## src/rtl/led_seq_pkg.sv

```systemverilog
`default_nettype none
// ============================================================================
//  Module   : led_seq_pkg
//  Purpose  : Shared encodings for the LED sequencer: pattern mode codes,
//             bounce-direction states and the per-mode seed description.
//  Ports    : none (package)
//  Revision : 1.0 - initial release
// ============================================================================
package led_seq_pkg;

  typedef enum logic [1:0] {
    MODE_BLINK  = 2'd0,
    MODE_SHIFT  = 2'd1,
    MODE_BOUNCE = 2'd2,
    MODE_COUNT  = 2'd3
  } mode_e;

  typedef enum logic [0:0] {
    DIR_UP   = 1'b0,
    DIR_DOWN = 1'b1
  } dir_e;

  // Seed is described width-independently as {fill_all, set_bit0} so the
  // caller can expand it to any LED count.
  function automatic logic [1:0] seed_code(input mode_e mode);
    logic [1:0] code;
    case (mode)
      MODE_BLINK:  code = 2'b10;
      MODE_SHIFT:  code = 2'b01;
      MODE_BOUNCE: code = 2'b01;
      default:     code = 2'b00;
    endcase
    return code;
  endfunction

endpackage
`default_nettype wire

```

## src/rtl/led_seq_if.sv

```systemverilog
`default_nettype none
// ============================================================================
//  Module   : led_seq_if
//  Purpose  : Control/status bundle between the tick source and the LED
//             sequencer.
//  Signals  : w_tick (step strobe), w_en (run), w_mode (pattern select),
//             w_duty (brightness), w_led (LED drive), w_step (advance pulse)
//  Revision : 1.0 - initial release
// ============================================================================
interface led_seq_if #(
  parameter int NLED   = 4,
  parameter int DUTY_W = 8
);
  logic              w_tick;
  logic              w_en;
  logic [1:0]        w_mode;
  logic [DUTY_W-1:0] w_duty;
  logic [NLED-1:0]   w_led;
  logic              w_step;

  modport master (output w_tick, w_en, w_mode, w_duty, input w_led, w_step);
  modport slave  (input w_tick, w_en, w_mode, w_duty, output w_led, w_step);
endinterface
`default_nettype wire

```

## src/rtl/m_pwm_gen.sv

```systemverilog
`default_nettype none
// ============================================================================
//  Module   : m_pwm_gen
//  Purpose  : Free-running PWM compare. The duty value is captured only at
//             the end of each period so brightness changes never glitch.
//  Ports    : w_clk, w_rst_n (async active-low), w_duty (brightness),
//             w_on (combinational "LED lit" for the current cycle)
//  Revision : 1.0 - initial release
// ============================================================================
module m_pwm_gen #(
  parameter int DUTY_W = 8
) (
  input  wire logic              w_clk,
  input  wire logic              w_rst_n,
  input  wire logic [DUTY_W-1:0] w_duty,
  output logic                   w_on
);

  logic [DUTY_W-1:0] r_pwm;
  logic [DUTY_W-1:0] r_duty;

  always_ff @(posedge w_clk or negedge w_rst_n) begin
    if (!w_rst_n) begin
      r_pwm  <= '0;
      r_duty <= '0;
    end else begin
      r_pwm <= r_pwm + 1'b1;
      if (r_pwm == '1) begin
        r_duty <= w_duty;
      end
    end
  end

  // All-ones is fully on; otherwise the compare alone would leave one dark
  // cycle per period.
  assign w_on = (r_duty == '1) | (r_pwm < r_duty);

endmodule
`default_nettype wire

```

## src/rtl/m_led_sequencer.sv

```systemverilog
`default_nettype none
// ============================================================================
//  Module   : m_led_sequencer
//  Purpose  : Advances a selectable LED pattern (blink/shift/bounce/count)
//             once per divider tick and gates it with PWM brightness.
//  Ports    : w_clk, w_rst_n (async active-low),
//             bus (led_seq_if.slave): w_tick, w_en, w_mode, w_duty in;
//                                     w_led, w_step out (registered)
//  Params   : NLED (2..8), DUTY_W (PWM period 2**DUTY_W)
//  Revision : 1.0 - initial release
// ============================================================================
module m_led_sequencer
  import led_seq_pkg::*;
#(
  parameter int NLED   = 4,
  parameter int DUTY_W = 8
) (
  input  wire logic w_clk,
  input  wire logic w_rst_n,
  led_seq_if.slave  bus
);

  mode_e           r_mode;
  dir_e            r_dir;
  logic [NLED-1:0] r_pat;
  logic [NLED-1:0] r_led;
  logic            r_step;

  logic            w_on;
  logic            w_advance;
  mode_e           w_mode_req;
  logic [1:0]      w_seed_code;
  logic [NLED-1:0] w_seed;
  logic [NLED-1:0] w_shl;
  logic [NLED-1:0] w_shr;
  logic [NLED-1:0] w_rol;

  m_pwm_gen #(.DUTY_W(DUTY_W)) u_pwm (
    .w_clk   (w_clk),
    .w_rst_n (w_rst_n),
    .w_duty  (bus.w_duty),
    .w_on    (w_on)
  );

  // A tick while disabled (including the cycle enable drops) is discarded.
  assign w_advance   = bus.w_en & bus.w_tick;
  assign w_mode_req  = mode_e'(bus.w_mode);
  assign w_seed_code = seed_code(w_mode_req);
  assign w_seed      = {NLED{w_seed_code[1]}} | NLED'(w_seed_code[0]);
  assign w_shl       = r_pat << 1;
  assign w_shr       = r_pat >> 1;
  assign w_rol       = {r_pat[NLED-2:0], r_pat[NLED-1]};

  always_ff @(posedge w_clk or negedge w_rst_n) begin
    if (!w_rst_n) begin
      r_mode <= MODE_BLINK;
      r_dir  <= DIR_UP;
      r_pat  <= '0;
      r_led  <= '0;
      r_step <= 1'b0;
    end else begin
      r_step <= w_advance;
      r_led  <= (bus.w_en & w_on) ? r_pat : '0;
      if (w_advance) begin
        if (w_mode_req != r_mode) begin
          // Mode switch consumes the tick: load the new mode's seed.
          r_mode <= w_mode_req;
          r_pat  <= w_seed;
          r_dir  <= DIR_UP;
        end else begin
          case (r_mode)
            MODE_BLINK: r_pat <= ~r_pat;
            MODE_SHIFT: r_pat <= w_rol;
            MODE_BOUNCE: begin
              // Turn around on arrival at an end so that end position is
              // shown only once.
              if (r_dir == DIR_UP) begin
                r_pat <= w_shl;
                if (w_shl[NLED-1]) r_dir <= DIR_DOWN;
              end else begin
                r_pat <= w_shr;
                if (w_shr[0]) r_dir <= DIR_UP;
              end
            end
            default: r_pat <= r_pat + 1'b1;
          endcase
        end
      end
    end
  end

  assign bus.w_led  = r_led;
  assign bus.w_step = r_step;

endmodule
`default_nettype wire

```

## src/flat_wrapper.sv

```systemverilog
// flat-port wrapper written by rule: the top's interface ports become plain ports
module m_led_sequencer_flat import led_seq_pkg::*;
#(
  parameter int NLED   = 4,
  parameter int DUTY_W = 8
)
  (w_clk, w_rst_n, bus_w_tick, bus_w_en, bus_w_mode, bus_w_duty, bus_w_led, bus_w_step);
  led_seq_if #(.NLED(NLED), .DUTY_W(DUTY_W)) bus_i ();
  input  wire logic w_clk;
  input  wire logic w_rst_n;
  input wire logic [$bits(bus_i.w_tick)-1:0] bus_w_tick;
  input wire logic [$bits(bus_i.w_en)-1:0] bus_w_en;
  input wire logic [$bits(bus_i.w_mode)-1:0] bus_w_mode;
  input wire logic [$bits(bus_i.w_duty)-1:0] bus_w_duty;
  output wire logic [$bits(bus_i.w_led)-1:0] bus_w_led;
  output wire logic [$bits(bus_i.w_step)-1:0] bus_w_step;
  assign bus_i.w_tick = bus_w_tick;
  assign bus_i.w_en = bus_w_en;
  assign bus_i.w_mode = bus_w_mode;
  assign bus_i.w_duty = bus_w_duty;
  assign bus_w_led = bus_i.w_led;
  assign bus_w_step = bus_i.w_step;
  m_led_sequencer #(.NLED(NLED), .DUTY_W(DUTY_W)) u_core (.w_clk(w_clk), .w_rst_n(w_rst_n), .bus(bus_i));
endmodule
```

## config.mk

```make
export PLATFORM = sky130hd
export DESIGN_NAME = m_led_sequencer_flat
export DESIGN_NICKNAME = d
export VERILOG_FILES = /design/src/rtl/led_seq_pkg.sv /design/src/rtl/led_seq_if.sv /design/src/rtl/m_pwm_gen.sv /design/src/rtl/m_led_sequencer.sv /design/src/flat_wrapper.sv
export SDC_FILE = /design/constraint.sdc
export NUM_CORES = 1
export LEC_CHECK = 0
export CORE_ASPECT_RATIO = 0.6
export CORE_MARGIN = 1
export CORE_UTILIZATION = 50
export CTS_CLUSTER_DIAMETER = 150
export DETAILED_ROUTE_END_ITERATION = 8
export GPL_ROUTABILITY_DRIVEN = 0
export HOLD_SLACK_MARGIN = 0.12
export PLACE_DENSITY = 0.7
export SLEW_MARGIN = 5
export SYNTH_ARGS = -nofsm -noshare
export SYNTH_HDL_FRONTEND = slang
export SYNTH_HIERARCHICAL = 1
export SYNTH_SLANG_ARGS = --single-unit
```

## constraint.sdc

```tcl
create_clock -name w_clk -period 1.9 [get_ports w_clk]
set_clock_uncertainty 0.1 [all_clocks]
set_input_delay 0.38 -clock w_clk [delete_from_list [all_inputs] [get_ports w_clk]]
set_output_delay 0.38 -clock w_clk [all_outputs]
set_load 0.01 [all_outputs]
```

After elaboration in Yosys (flattened, before gate mapping)
Index checks and enable logic that the tools add are counted.

cells by class
  add/subtract/negate cells = 2
  $lt $le $gt $ge = 1
  equal/unequal tests = 7
  muxes and demuxes = 10
  bitwise operators = 5
  reduce and logical (&&, ||, !) cells = 6

operators with widths
  kind                                                             count
  8-bit == test, second input constant                             2
  4-bit 2-to-1 mux                                                 3
  4-bit case mux with 3 select lines                               1
  8-bit by 1-bit adder with 8-bit output, second input constant    1
  8-bit < comparator                                               1
  1-bit 2-to-1 mux                                                 5
  4-bit by 1-bit adder with 4-bit output, second input constant    1
  2-bit by 1-bit == test with 1-bit output, second input constant  2
  2-bit == test, second input constant                             2
  2-bit logical NOT                                                2
  4-bit NOT                                                        1
  4-bit by 1-bit bitwise OR with 4-bit output                      1
  2-bit case mux with 2 select lines                               1
  2-bit AND reduction                                              2
  1-bit bitwise AND                                                2
  2-bit inequality test                                            1
  2-bit nonzero test                                               1
  2-bit OR reduction                                               1
  1-bit bitwise OR                                                 1

storage, ports and cells
  register bits after elaboration = 28
  input port bits = 14
  output and inout port bits = 5
  word-level logic and storage cells = 38

Depth between registers and ports, before layout
  depth after elaboration = 5
  depth in mapped cells = 6

Hierarchy
Netlist, hierarchy kept.

by module, submodules not included
  module           times used  cells each  area an instance (um^2)
  m_pwm_gen        1           69          854.6
  m_led_sequencer  1           82          750.7

Worst setup path before layout
No wires, ideal clock.

  kind = register -> register
  start point = reg u_core.u_pwm.r_pwm[5]
  end point = reg u_core.r_led[2], in the netlist u_core/bus.w_led[2]
  arrival time = 1.513 ns
  data required time = 1.734 ns
  setup slack = 0.221 ns
  cell stages (with the launch flop) = 6
  buffers on the path = 0
  period minus slack after synthesis = 1.679 ns
  cells stage by stage = dfrtp_1 -> ha_1 -> a21oi_1 -> nor2b_1 -> o41ai_1 -> and3_2

on the way
  cells in the longest elaborated chain, start to end = 4

ends and longest elaborated chain
  element                   line                   text
  start: declaration        m_pwm_gen.sv:19        logic [DUTY_W-1:0] r_pwm;
  start signal: assignment  m_pwm_gen.sv:27        r_pwm <= r_pwm + 1'b1;
  8-bit < comparator        m_pwm_gen.sv:36        assign w_on = (r_duty == '1) | (r_pwm < r_duty);
  1-bit bitwise OR          m_pwm_gen.sv:36
  named net u_core.w_on     m_led_sequencer.sv:29  logic w_on;
  1-bit bitwise AND         m_led_sequencer.sv:63  r_led <= (bus.w_en & w_on) ? r_pat : '0;
  4-bit 2-to-1 mux          m_led_sequencer.sv:63
  end signal: assignment    m_led_sequencer.sv:63
  end: declaration          m_led_sequencer.sv:26  logic [NLED-1:0] r_led;

The timed path passes the listed nets, and every way through them passes these cells.
A chain may end at the register's enable or synchronous reset.

Worst setup path in the final report
  start point = reg u_core.u_pwm.r_pwm[3]
  end point = reg u_core.r_led[2], in the netlist u_core/bus.w_led[2]

Same word-level chain as after synthesis.

==> out/metrics.yaml <==
outcome: "completed"
cts_max_path_buffers: 2
clock-sinks: 28
worst_pin_slew_ns: 0.558
clock_latency_ns: 0.27
reg2reg_slack_ns: 0.1
wire_per_inst_um: 15.1
grt_pass1_wl_um: 5150
postLayoutCellArea_mm2: 0.00188
synth.distinct_cells: 44
core_area_mm2: 0.00297
hp-class: "primary input to asynchronous set/reset pin"
setup_viol: 0
root_buffer: "clkbuf_8"
crit_type: "flop to flop"
power.density_mw_per_mm2: 653
clk_pin_slew_worst_paths_ns: 0.09
grt-ovfl-total: 0
start_kind: "flop"
drv_cap: 0
cts_setup_buffers: 0
leakage_nw: 0.837
fin_crit_ns: 1.80
antenna_found_initial: 0
antenna_cells: 0
yosysSeqAreaShare_pct: 43.6
peakVddDrop_mv: 0.390
drt-total-wl_um: 3270
grt_usage_pct: 21.3
holdWs_ns: 0.386
first_iter_violations: 69
dieArea_mm2: 0.00345
avgSynthCellArea_um2: 10.6
cts_resized: 0
htree_levels: 1
io-pin-count: 19
hold_viol: 0
final_nets: 200
area_growth_pct: 17.4
slew_headroom_pct: 62.8
drc_errors: 0
cpMaxStageDelayCell: "a221oi_1"
final_max_slew_viol_count: 0
crit_path_end_kind: "flop"
critPathMaxFanout: 4
cts_buffers: 3
vias: 1160
port_buffers: 18
cts_tree: "built"
reg2reg_from: "u_core/u_pwm/r_pwm[3]$_DFF_PN0_"
drive_gt1_share_pct: 17.7
placed_area_mm2: 0.00184
hold_buffers: 0
netlist_area_mm2: 0.00161
die_h_um: 45.9
cp.required_ns: 1.97
grt_max_degree: 29
crit_chain: "ha_1 -> o21ai_0 -> a221oi_1 -> o41ai_2 -> and3_2"
dr.pass1.iters: 4
via_per_inst: 5.35
cp.arrival_ns: 1.87
dp_hpwl_um: 2480
min_period_over_period_pct: 94.9
synth_warnings: 6
fmax_mhz: 555
rows: 15
syn-num-nets: 174
syn-instance-count: 151
r2r_end: "u_core/bus.w_led[2]$_DFF_PN0_"
grt_pass1_vias: 1003
start_util_pct: 54.1
ff2ff_path_depth: 5
route.antenna.remaining_nets: 0
cp_slowest_stage_delay_ns: 0.45
chipWidth_um: 75.2
synth_seq_cells: 28
-- flip-flops by register name, indices dropped and copies added (netlist names) --
| signal | flops |
|---|---|
| u_core/u_pwm/r_duty | 8 |
| u_core/r_pat | 4 |
| u_core/bus.w_step | 1 |
| u_core/u_pwm/r_pwm | 8 |
| u_core/bus.w_led | 4 |
| u_core/r_dir | 1 |
| u_core/r_mode | 2 |
-- logic make-up (layout without fill, tap and decap cells) --
kind of cell | after synthesis | in the layout | share of synthesized area [%]
multiplexers | 9 | 9 | 8.11
AO/OA/AOI/OAI | 29 | 29 | 13.0
adder cells (fa/ha/maj) | 9 | 9 | 7.01
AND/OR/NAND/NOR | 50 | 50 | 16.1
flip-flops | 28 | 28 | 43.6
buffers and inverters | 17 | 41 | 7.25
XOR/XNOR | 9 | 9 | 4.91
-- layout make-up --
cell class | count | area (um2)
tap | 42 | 52.6
inverter | 11 | 46.3
multi-input combinational | 106 | 796
sequential | 28 | 701
fill | 256 | 1080
clock buffer | 3 | 41.3
timing repair buffer | 27 | 248
-- critical path: cells and delay by family (launching register included) --
| family | cells | cell delay (ns) |
|---|---|---|
| AOI/OAI and AO/OA | 3 | 0.67 |
| adders and majority gates | 1 | 0.29 |
| DFF | 1 | 0.44 |
| and+or+nand+nor | 1 | 0.20 |
-- cell usage after synthesis (all sizes together) --
cell / instances / area, um2
o21a: 1 / 7.51
o32ai: 1 / 8.76
o22ai: 1 / 6.26
nand3: 6 / 35.0
a31oi: 1 / 6.26
xnor2: 4 / 35.0
dfrtp: 28 / 701
o21ai: 4 / 20.0
mux2i: 1 / 10.0
nand2: 13 / 51.3
o31ai: 1 / 12.5
o21bai: 1 / 7.51
a221oi: 1 / 8.76
and3: 6 / 43.8
a311oi: 1 / 8.76
and2: 1 / 6.26
nor2: 10 / 40.0
clkinv: 1 / 8.76
a211oi: 2 / 25.0
or3: 1 / 6.26
mux2: 8 / 120
a211o: 1 / 8.76
ha: 9 / 113
nor3: 5 / 25.0
a22oi: 1 / 7.51
nand2b: 1 / 6.26
o22a: 2 / 17.5
o211ai: 1 / 7.51
a21oi: 8 / 40.0
a21o: 1 / 7.51
xor2: 5 / 43.8
nor2b: 3 / 18.8
buf: 6 / 70.1
o41ai: 1 / 8.76
inv: 10 / 37.5
nand4: 3 / 18.8
or2: 1 / 6.26
-- layout by cell type, fill, tap and decap left out, types with 2 or more instances in the layout --
master / instances
dfrtp_1: 28
clkdlybuf4s50_1: 18
nand2_1: 12
inv_1: 10
nor2_1: 9
ha_1: 9
buf_4: 9
a21oi_1: 8
mux2_4: 8
nor3_1: 5
xor2_1: 5
nand3_1: 5
and3_1: 4
o21ai_0: 4
xnor2_1: 4
clkbuf_8: 3
nor2b_1: 3
nand4_1: 3
o22a_1: 2
a211oi_2: 2
-- metrics by stage --
stage | utilization, % | power, mW | cells | setup TNS (ns) | setup slack, ns
after floorplan | - | 0.845 | 151 | 0 | 0.221
after CTS | 63.3 | 1.24 | 217 | 0 | 0.00877
after global placement | 61.9 | 0.920 | 214 | 0 | 0.0732
after global routing | 63.5 | 1.29 | 217 | -0.152 | -0.0482
after detailed placement | 61.9 | 0.926 | 214 | 0 | 0.00422
final | 63.5 | 1.23 | 217 | 0 | 0.0968
-- how the worst max path moves through the flow --
stage	end	start	slack, ns	cells after the start
after floorplan	u_core/bus.w_led[2]$_DFF_PN0_	u_core/u_pwm/r_pwm[5]$_DFF_PN0_	0.22	5
after global placement	u_core/r_pat[2]$_DFFE_PN0P_	bus_w_mode[1]	0.07	5
after detailed placement	u_core/r_pat[2]$_DFFE_PN0P_	bus_w_mode[1]	0.004	5
final	u_core/bus.w_led[2]$_DFF_PN0_	u_core/u_pwm/r_pwm[3]$_DFF_PN0_	0.1	5
after CTS	u_core/bus.w_led[2]$_DFF_PN0_	u_core/u_pwm/r_duty[2]$_DFFE_PN0N_	0.009	6
after global routing	u_core/bus.w_led[2]$_DFF_PN0_	u_core/u_pwm/r_pwm[3]$_DFF_PN0_	-0.05	5
-- report_power, final --
part | internal (mW) | switching [mW]
clock network | 0.142 | 0.168
logic | 0.121 | 0.119
registers | 0.622 | 0.0574
total | 0.886 | 0.344
-- routing by layer --
layer	global-route usage [%]	routed length [um]	share of wire, %
met5	0	0	0
met3	4.65	165	5.1
met4	5.56	20	0.61
met1	33.0	1730	53
met2	29.7	1350	41
No activity file was read; power rests on OpenSTA's default activity.
